File: src/rtl/spi_xfer_seq.sv
// spi_xfer_seq: SPI burst sequencer with slave-select timing and TX/RX byte FIFOs
// feeding and draining an external SPI byte engine.

module spi_xfer_seq_fifo #(
    parameter int DEPTH = 4
) (
    input  logic                     clk,
    input  logic                     reset,
    input  logic                     push,
    input  logic                     pop,
    input  logic [7:0]               din,
    output logic [7:0]               dout,
    output logic                     full,
    output logic                     empty,
    output logic [$clog2(DEPTH):0]   count
);
    localparam int AW = $clog2(DEPTH);
    localparam int CW = AW + 1;

    logic [7:0]    mem_q [DEPTH];
    logic [AW-1:0] wp_q, rp_q;
    logic [CW-1:0] cnt_q;
    logic          wr, rd;

    assign wr    = push & ~full;
    assign rd    = pop & ~empty;
    assign full  = cnt_q == CW'(DEPTH);
    assign empty = cnt_q == '0;
    assign count = cnt_q;
    assign dout  = mem_q[rp_q];

    // Power-of-two depth lets the pointers wrap naturally.
    always_ff @(posedge clk or negedge reset) begin
        if (!reset) begin
            wp_q  <= '0;
            rp_q  <= '0;
            cnt_q <= '0;
        end else begin
            if (wr) wp_q <= wp_q + 1'b1;
            if (rd) rp_q <= rp_q + 1'b1;
            cnt_q <= cnt_q + CW'(wr) - CW'(rd);
        end
    end

    always_ff @(posedge clk) begin
        if (wr) mem_q[wp_q] <= din;
    end
endmodule

module spi_xfer_seq #(
    parameter int DEPTH  = 4,
    parameter int SS_DLY = 2
) (
    input  logic                     clk,
    input  logic                     reset,
    input  logic                     tx_wr,
    input  logic [7:0]               tx_data,
    output logic                     tx_full,
    output logic [$clog2(DEPTH):0]   tx_count,
    input  logic                     rx_rd,
    output logic [7:0]               rx_data,
    output logic                     rx_empty,
    output logic [$clog2(DEPTH):0]   rx_count,
    input  logic                     go,
    input  logic [7:0]               cmd_len,
    output logic                     busy,
    output logic                     done_tick,
    output logic                     ss_n,
    output logic                     spi_start,
    output logic [7:0]               spi_din,
    input  logic                     spi_ready,
    input  logic                     spi_done_tick,
    input  logic [7:0]               spi_dout
);
    typedef enum logic [2:0] {IDLE, SS_SETUP, ISSUE, WAIT_DONE, SS_HOLD} state_t;

    state_t     state_q, state_d;
    logic [7:0] rem_q, rem_d;
    logic [7:0] dly_q, dly_d;
    logic       ss_n_q;
    logic       tx_empty, rx_full, rx_push, dly_last;

    spi_xfer_seq_fifo #(.DEPTH(DEPTH)) u_tx (
        .clk   (clk),
        .reset (reset),
        .push  (tx_wr),
        .pop   (spi_start),
        .din   (tx_data),
        .dout  (spi_din),
        .full  (tx_full),
        .empty (tx_empty),
        .count (tx_count)
    );

    spi_xfer_seq_fifo #(.DEPTH(DEPTH)) u_rx (
        .clk   (clk),
        .reset (reset),
        .push  (rx_push),
        .pop   (rx_rd),
        .din   (spi_dout),
        .dout  (rx_data),
        .full  (rx_full),
        .empty (rx_empty),
        .count (rx_count)
    );

    assign dly_last = dly_q == 8'(SS_DLY - 1);
    assign busy     = state_q != IDLE;
    assign ss_n     = ss_n_q;

    always_comb begin
        state_d   = state_q;
        rem_d     = rem_q;
        dly_d     = dly_q;
        spi_start = 1'b0;
        done_tick = 1'b0;
        rx_push   = 1'b0;
        case (state_q)
            IDLE: if (go && cmd_len != 8'd0) begin
                rem_d   = cmd_len;
                dly_d   = 8'd0;
                state_d = SS_SETUP;
            end
            SS_SETUP: begin
                dly_d   = dly_last ? 8'd0 : dly_q + 8'd1;
                state_d = dly_last ? ISSUE : SS_SETUP;
            end
            // Only issue when the reply is guaranteed a slot in the RX FIFO.
            ISSUE: if (spi_ready && !tx_empty && !rx_full) begin
                spi_start = 1'b1;
                state_d   = WAIT_DONE;
            end
            WAIT_DONE: if (spi_done_tick) begin
                rx_push = 1'b1;
                rem_d   = rem_q - 8'd1;
                state_d = (rem_q == 8'd1) ? SS_HOLD : ISSUE;
            end
            SS_HOLD: begin
                done_tick = dly_last;
                dly_d     = dly_last ? 8'd0 : dly_q + 8'd1;
                state_d   = dly_last ? IDLE : SS_HOLD;
            end
            default: state_d = IDLE;
        endcase
    end

    always_ff @(posedge clk or negedge reset) begin
        if (!reset) begin
            state_q <= IDLE;
            rem_q   <= '0;
            dly_q   <= '0;
            ss_n_q  <= 1'b1;
        end else begin
            state_q <= state_d;
            rem_q   <= rem_d;
            dly_q   <= dly_d;
            ss_n_q  <= state_d == IDLE;
        end
    end
endmodule

File: config.mk
export PLATFORM = sky130hd
export DESIGN_NAME = spi_xfer_seq
export DESIGN_NICKNAME = d
export VERILOG_FILES = /design/src/rtl/spi_xfer_seq.sv
export SDC_FILE = /design/constraint.sdc
export NUM_CORES = 1
export LEC_CHECK = 0
export CAP_MARGIN = 5
export CORE_MARGIN = 8
export CORE_UTILIZATION = 39
export DETAILED_ROUTE_END_ITERATION = 7
export PLACE_DENSITY_LB_ADDON = 0.25
export SYNTH_ARGS = -nofsm -noshare
export SYNTH_HDL_FRONTEND = slang
export SYNTH_SLANG_ARGS = --single-unit
export TNS_END_PERCENT = 20
File: constraint.sdc
create_clock -name clk -period 3.1 [get_ports clk]
set_input_delay 0.31 -clock clk [delete_from_list [all_inputs] [get_ports clk]]
set_output_delay 0.31 -clock clk [all_outputs]
set_load 0.1 [all_outputs]
==> flow_summary_export.csv, run 1 <==
group,metric,value,unit
run_status,run_status,"finished, final reports clean",
global_route,antenna_found_initial,0,
yosys,synth-simple-area-share,0.1023,
yosys,seq_area_frac_synth,0.6320,
floorplan,num_io_pins,59,
floorplan,die_y,122.1,um
clock_network,cts_sinks,98,
sta,setup_viol,0,
floorplan,dieWidth,122.1,um
yosys,synth_adder_area_share,0.05473,
global_route,grt_usage,0.1176,
worst_setup_path,worst-setup-path-type,"reg -> reg",
final_layout,diodes,0,
placement,hpwl,5.992,mm
floorplan,die_area,0.01490,mm2
sta,fmax,425.1,MHz
yosys,synth.area.top_cells,"edfxtp_1 (44%), dfrtp_1 (19%), mux4_2 (8.2%), ha_1 (4.6%), xnor2_1 (2.0%)",
worst_setup_path,reg2reg_to,"u_tx.count[2]",
floorplan,rows,38,
sta,fin_crit,2.353,ns
yosys,synth_top_area_cell,"edfxtp_1",
global_route,grt_remaining_overflow,0,
placement,place.gp.congestion,0.8146,
route,wl,8.390,mm
yosys,synth-seq-cells,98,
yosys,synthMuxAreaShare,0.09151,
yosys,yosys_warnings,0,
yosys,synth_ff_type,"edfxtp_1",
clock_network,cts_buffers,9,
yosys,synthCells,295,
clock_network,cts_buffer_depth,2,
sta,tns,0,ns
yosys,avgSynthCellArea,14.88,um2
worst_setup_path,reg2regPathDepth,10,
clock_network,cts_resized,0,
sta,finalHoldWorstSlack,0.04163,ns
global_route,grt_pass1_wl,13.68,mm
hold_path,hp-class,"in -> async",
final_layout,area_growth,21.78,%
worst_setup_path,cp.arrival,2.57,ns
route,drtPass1Iterations,4,
route,viasPerCell,5.216,
sta,clock_skew,0.006829,ns
sta,maxSlewViolCount,0,
final_layout,drive_gt1_frac,0.2133,
clock_network,root_buffer,"clkbuf_16",
sta,tightest_slew,0.7578,ns
sta,relSlewSlack,0.4948,
route,drt_iter0_drc,130,
route,drt-wirelength-per-cell,16.75,um
sta,fin_ws,0.7474,ns
sta,fin_crit_sh,0.7589,
final_layout,fin_nets,405,
worst_setup_path,start_kind,"register",
worst_setup_path,crit_path_end_kind,"register",
yosys,synth_nets,344,
worst_setup_path,reg2reg_slack,0.75,ns
yosys,synth_top_family_by_area,"simple AND/OR/NAND/NOR gates",
sta,rsz0062_at_grt,"no",
yosys,ys_async_sr_fraction,0.3469,
yosys,synth_edf_count,64,
placement,io_buffers,58,
global_route,grt_pass1_vias,2734,
final_layout,fill_cells,949,
yosys,yosysUniqueCellTypes,61,
clock_network,cts_tree,"built",
route,drtAntennaViolNets,0,
yosys,synth_xor_area_frac,0.02395,
worst_setup_path,worst_ep_required_time,3.32,ns
global_route,grt_max_degree,35,
sta,finalHoldViolCount,0,
clock_network,clk_pin_slew_worst_paths,0.06,ns
final_layout,multiInputGateArea,0.001511,mm2
floorplan,core,0.01094,mm2
worst_setup_path,path_max_fanout,14,
route,dr_total_vias,2613,
clock_network,cts_max_level,3,
worst_setup_path,r2r-start,"state_q[1]",
clock_network,clkLatencyLatePin,0.34,ns
final_layout,seqCellArea,0.002774,mm2
route,drc_errors,0,
floorplan,start_util,0.4014,
clock_network,hold_buffers,0,
clock_network,post-cts-setup-buffers,0,
flow_run,maxCapViolCount,0,
placement,post-place-ws,0.5763,ns
yosys,synthesis.area,0.004389,mm2
yosys,synth_compound_area_frac,0.06556,
yosys,yosysTopAreaCellShare,0.4379,
## state kept, by name, summed over array words and instances, names as in the netlist
register,flops
u_rx.mem_q,32
u_tx.mem_q,32
dly_q,8
rem_q,8
state_q,3
u_rx.count,3
u_tx.count,3
u_rx.rp_q,2
u_rx.wp_q,2
u_tx.rp_q,2
u_tx.wp_q,2
ss_n,1
## cells in the mapped netlist (2+ instances only)
cell,n
or3_1,3
dfrtp_1,33
nor2b_1,2
nand2_1,11
nor4_1,3
mux4_2,16
ha_1,16
nor3b_1,3
a22oi_1,2
nand4_1,2
a211oi_1,2
nor2_1,11
mux2i_1,3
a21oi_1,4
o21ai_0,8
xor2_1,2
buf_1,2
clkbuf_1,7
edfxtp_1,64
and2_1,9
nand3_1,7
nor3_1,11
a2bb2oi_1,2
xnor2_1,10
or4_4,2
o2bb2ai_1,2
and3_1,4
fa_1,2
inv_1,19
buf_4,2
## cell type report
| type | instances | area share |
|---|---|---|
| Multi-Input combinational cell | 166 | 0.2828 |
| Inverter | 19 | 0.01334 |
| Timing Repair Buffer | 62 | 0.1002 |
| Clock inverter | 6 | 0.009129 |
| Sequential cell | 98 | 0.5190 |
| Clock buffer | 10 | 0.04284 |
| Tap cell | 140 | 0.03277 |
## worst max-delay path, cell delays in order (launching register included)
cell and delay (ns):
dfrtp_1 0.59, nand4bb_1 0.20, nor3_1 0.17, buf_4 0.16
ha_1 0.22, inv_1 0.06, ha_1 0.13, inv_1 0.05
fa_1 0.38, xnor2_1 0.15, xnor2_1 0.14
## layer usage
metal	track usage	vias up	share of wire
met3	0.02823	7	0.036
li1	-	1245	-
met4	0.04874	0	0.013
met2	0.1906	48	0.50
met1	0.1484	1313	0.45
met5	0	-	0
## stage by stage
stage                     instances    util  instance area, um2
after floorplan                 295       -                4417
after global placement          485  0.4634                5067
after detailed placement        485  0.4634                5067
after CTS                       501  0.4888                5345
after global routing            501  0.4888                5345
final                           501  0.4888                5345
## placed cells by master (no fill, tap or decap), types with 10 or more instances in the layout
cell,n
inv_1,19
ha_1,16
buf_4,32
xnor2_1,10
dfrtp_1,33
edfxtp_1,64
nor2_1,11
mux4_2,16
clkdlybuf4s50_1,29
nand2_1,11
## logic make-up after synthesis
| logic type | count (synthesis) |
|---|---|
| DFF | 98 |
| muxes | 20 |
| AOI/OAI and AO/OA | 38 |
| adders and majority gates | 18 |
| xor gates and xnor gates | 12 |
| buffers and inverters | 31 |
| and+or+nand+nor | 78 |
## worst max path at each step
stage          depth (start not counted)            end  slack, ns     startpoint
6_report                              10  u_tx.count[2]       0.75     state_q[1]
3_5_place_dp                           5       rem_q[1]       0.58     cmd_len[4]
4_1_cts                               10  u_tx.count[2]       0.71  u_tx.count[1]
5_1_grt                               10  u_tx.count[2]       0.54     state_q[1]
2_1_floorplan                          8  u_rx.count[2]      -0.14  u_rx.count[0]
3_3_place_gp                           5       rem_q[1]       0.64     cmd_len[4]
Power of run 1 is not shown: default switching activity piles up to over one toggle a cycle in this logic, so the estimate is an artifact.
==> inputs of run 2 (changes only) <==
- clock period: 3.1 -> 2.1 ns (I/O delays scaled with it)
==> flow_summary_export.csv, run 2 (same netlist as run 1, synthesis figures left out) <==
group,metric,value,unit
run_status,run_status,"finished, final reports clean",
placement,place.gp.congestion,0.7914,
global_route,grt_max_degree,26,
final_layout,area_growth,39.42,%
worst_setup_path,reg2regPathDepth,9,
final_layout,final_cell_mix,"edfxtp_1 (64), buf_4 (44), clkdlybuf4s50_1 (29)",
floorplan,num_io_pins,59,
placement,place_area,0.005725,mm2
clock_network,cts_buffers,9,
worst_setup_path,path_delay_family,"adder cells",
sta,tightest_slew,0.6018,ns
sta,finalHoldViolCount,0,
global_route,grt_pass1_vias,2942,
clock_network,clkLatencyLatePin,0.34,ns
final_layout,final_area,0.006120,mm2
route,drc_errors,0,
worst_setup_path,slowest_delay,0.50,ns
global_route,grt_remaining_overflow,0,
worst_setup_path,crit_end,"u_rx.count[2]",
route,viasPerCell,5.116,
route,dr_total_vias,2768,
global_route,grt_usage,0.1269,
final_layout,fin_nets,445,
worst_setup_path,reg2reg_to,"u_rx.count[2]",
route,drt-wirelength-per-cell,16.65,um
final_layout,drive_gt1_frac,0.3466,
sta,clock_skew,0.01379,ns
sta,fin_crit_sh,0.9939,
worst_setup_path,cp_cell_sequence,"buf_6 -> nor3_4 -> nor2b_2 -> ha_1 -> inv_1 -> ha_2 -> fa_2 -> xnor2_2 -> xnor2_1",
floorplan,core,0.01094,mm2
route,drt_iter0_drc,105,
floorplan,rows,38,
placement,hpwl,6.550,mm
worst_setup_path,reg2reg_slack,0.01,ns
clock_network,cts_buffer_depth,2,
worst_setup_path,cp_num_buf_inv,2,
worst_setup_path,cpMaxStageDelayCell,"dfrtp_4",
floorplan,die_y,122.1,um
route,wl,9.010,mm
sta,fmax,479.1,MHz
worst_setup_path,cp.arrival,2.32,ns
flow_run,maxCapViolCount,0,
hold_path,hp-class,"in -> async",
sta,maxSlewViolCount,0,
sta,rsz0062_at_grt,"yes",
clock_network,cts_sinks,98,
sta,relSlewSlack,0.5988,
clock_network,cts_tree,"built",
floorplan,start_util,0.4014,
sta,fin_crit,2.087,ns
final_layout,final_common_cell,"edfxtp_1",
route,drtAntennaViolNets,0,
worst_setup_path,path_max_fanout,3,
worst_setup_path,start_kind,"register",
clock_network,root_buffer,"clkbuf_16",
worst_setup_path,worst-setup-path-type,"reg -> reg",
sta,setup_viol,0,
floorplan,dieWidth,122.1,um
global_route,antenna_found_initial,0,
final_layout,largestRegisters,"u_rx.mem_q x32, u_tx.mem_q x32",
worst_setup_path,crit_path_end_kind,"register",
worst_setup_path,cp-startpoint,"u_rx.count[1]",
worst_setup_path,path_depth,9,
floorplan,die_area,0.01490,mm2
global_route,grt_pass1_wl,14.71,mm
clock_network,cts_max_level,3,
placement,io_buffers,58,
clock_network,clk_pin_slew_worst_paths,0.07,ns
worst_setup_path,r2r-start,"u_rx.count[1]",
worst_setup_path,worst_ep_required_time,2.33,ns
final_layout,diodes,0,
route,drtPass1Iterations,4,
run 2: cell count changes in the layout (fill, tap and decap cells not counted), sizes merged:
cell | before | now
buf | 33 | 72
dlygate4sd3 | 0 | 1
inv | 22 | 21
clkbuf | 10 | 9
bufinv | 0 | 2
run 2: final cells by class:
type	instances	area [um2]
sequential	98	2795
multi-input combinational	166	1587
tap	140	175.2
fill	901	4816
inverter	19	71.32
clock buffer	9	225.2
clock inverter	7	98.84
timing repair buffer	102	1167
run 2: repair_timing:
action,CTS,global route
gates resized for setup,7,3
setup buffers,2,0
setup endpoints to repair,4,3
hold buffers,1,0
hold endpoints to repair,23,0
pin swaps,4,0
run 2: per-stage QoR:
step / util / instances / hold slack (ns) / TNS, ns / worst slack, ns
6_report: 0.5596 / 541 / 0.3996 / 0 / 0.01274
5_1_grt: 0.5596 / 541 / 0.4582 / -0.1514 / -0.07748
4_1_cts: 0.5587 / 541 / 0.4279 / -0.007667 / -0.007667
3_5_place_dp: 0.5236 / 522 / 0.2660 / -0.5508 / -0.2670
3_3_place_gp: 0.5236 / 522 / 0.2490 / -0.3157 / -0.1989
2_1_floorplan: - / 295 / -0.08559 / -9.358 / -0.7541
run 2: worst min-delay path by stage:
| stage | startpoint | end | slack, ns | cells past startpoint |
|---|---|---|---|---|
| after floorplan | reset | dly_q[0] | -0.09 | 0 |
| after global placement | reset | u_tx.count[0] | 0.25 | 1 |
| after detailed placement | reset | u_tx.count[2] | 0.27 | 1 |
| after CTS | reset | u_tx.count[2] | 0.43 | 2 |
| after global routing | reset | u_tx.count[2] | 0.46 | 2 |
| final | reset | u_tx.count[2] | 0.40 | 2 |
run 2: per-layer routing:
layer	wire length (um)	vias up	track usage
met5	0	-	0
li1	-	1327	-
met4	114	0	0.05712
met1	4041	1356	0.1567
met2	4312	75	0.2060
met3	542	10	0.03286
Power of run 2 is left out for the same reason.
==> inputs of run 3 (changes only) <==
- CTS_CLUSTER_SIZE: unset -> 25
==> results of run 3 <==
The final DEF is identical to that of run 2; final timing and power are the same.
Power of run 3 is left out for the same reason.
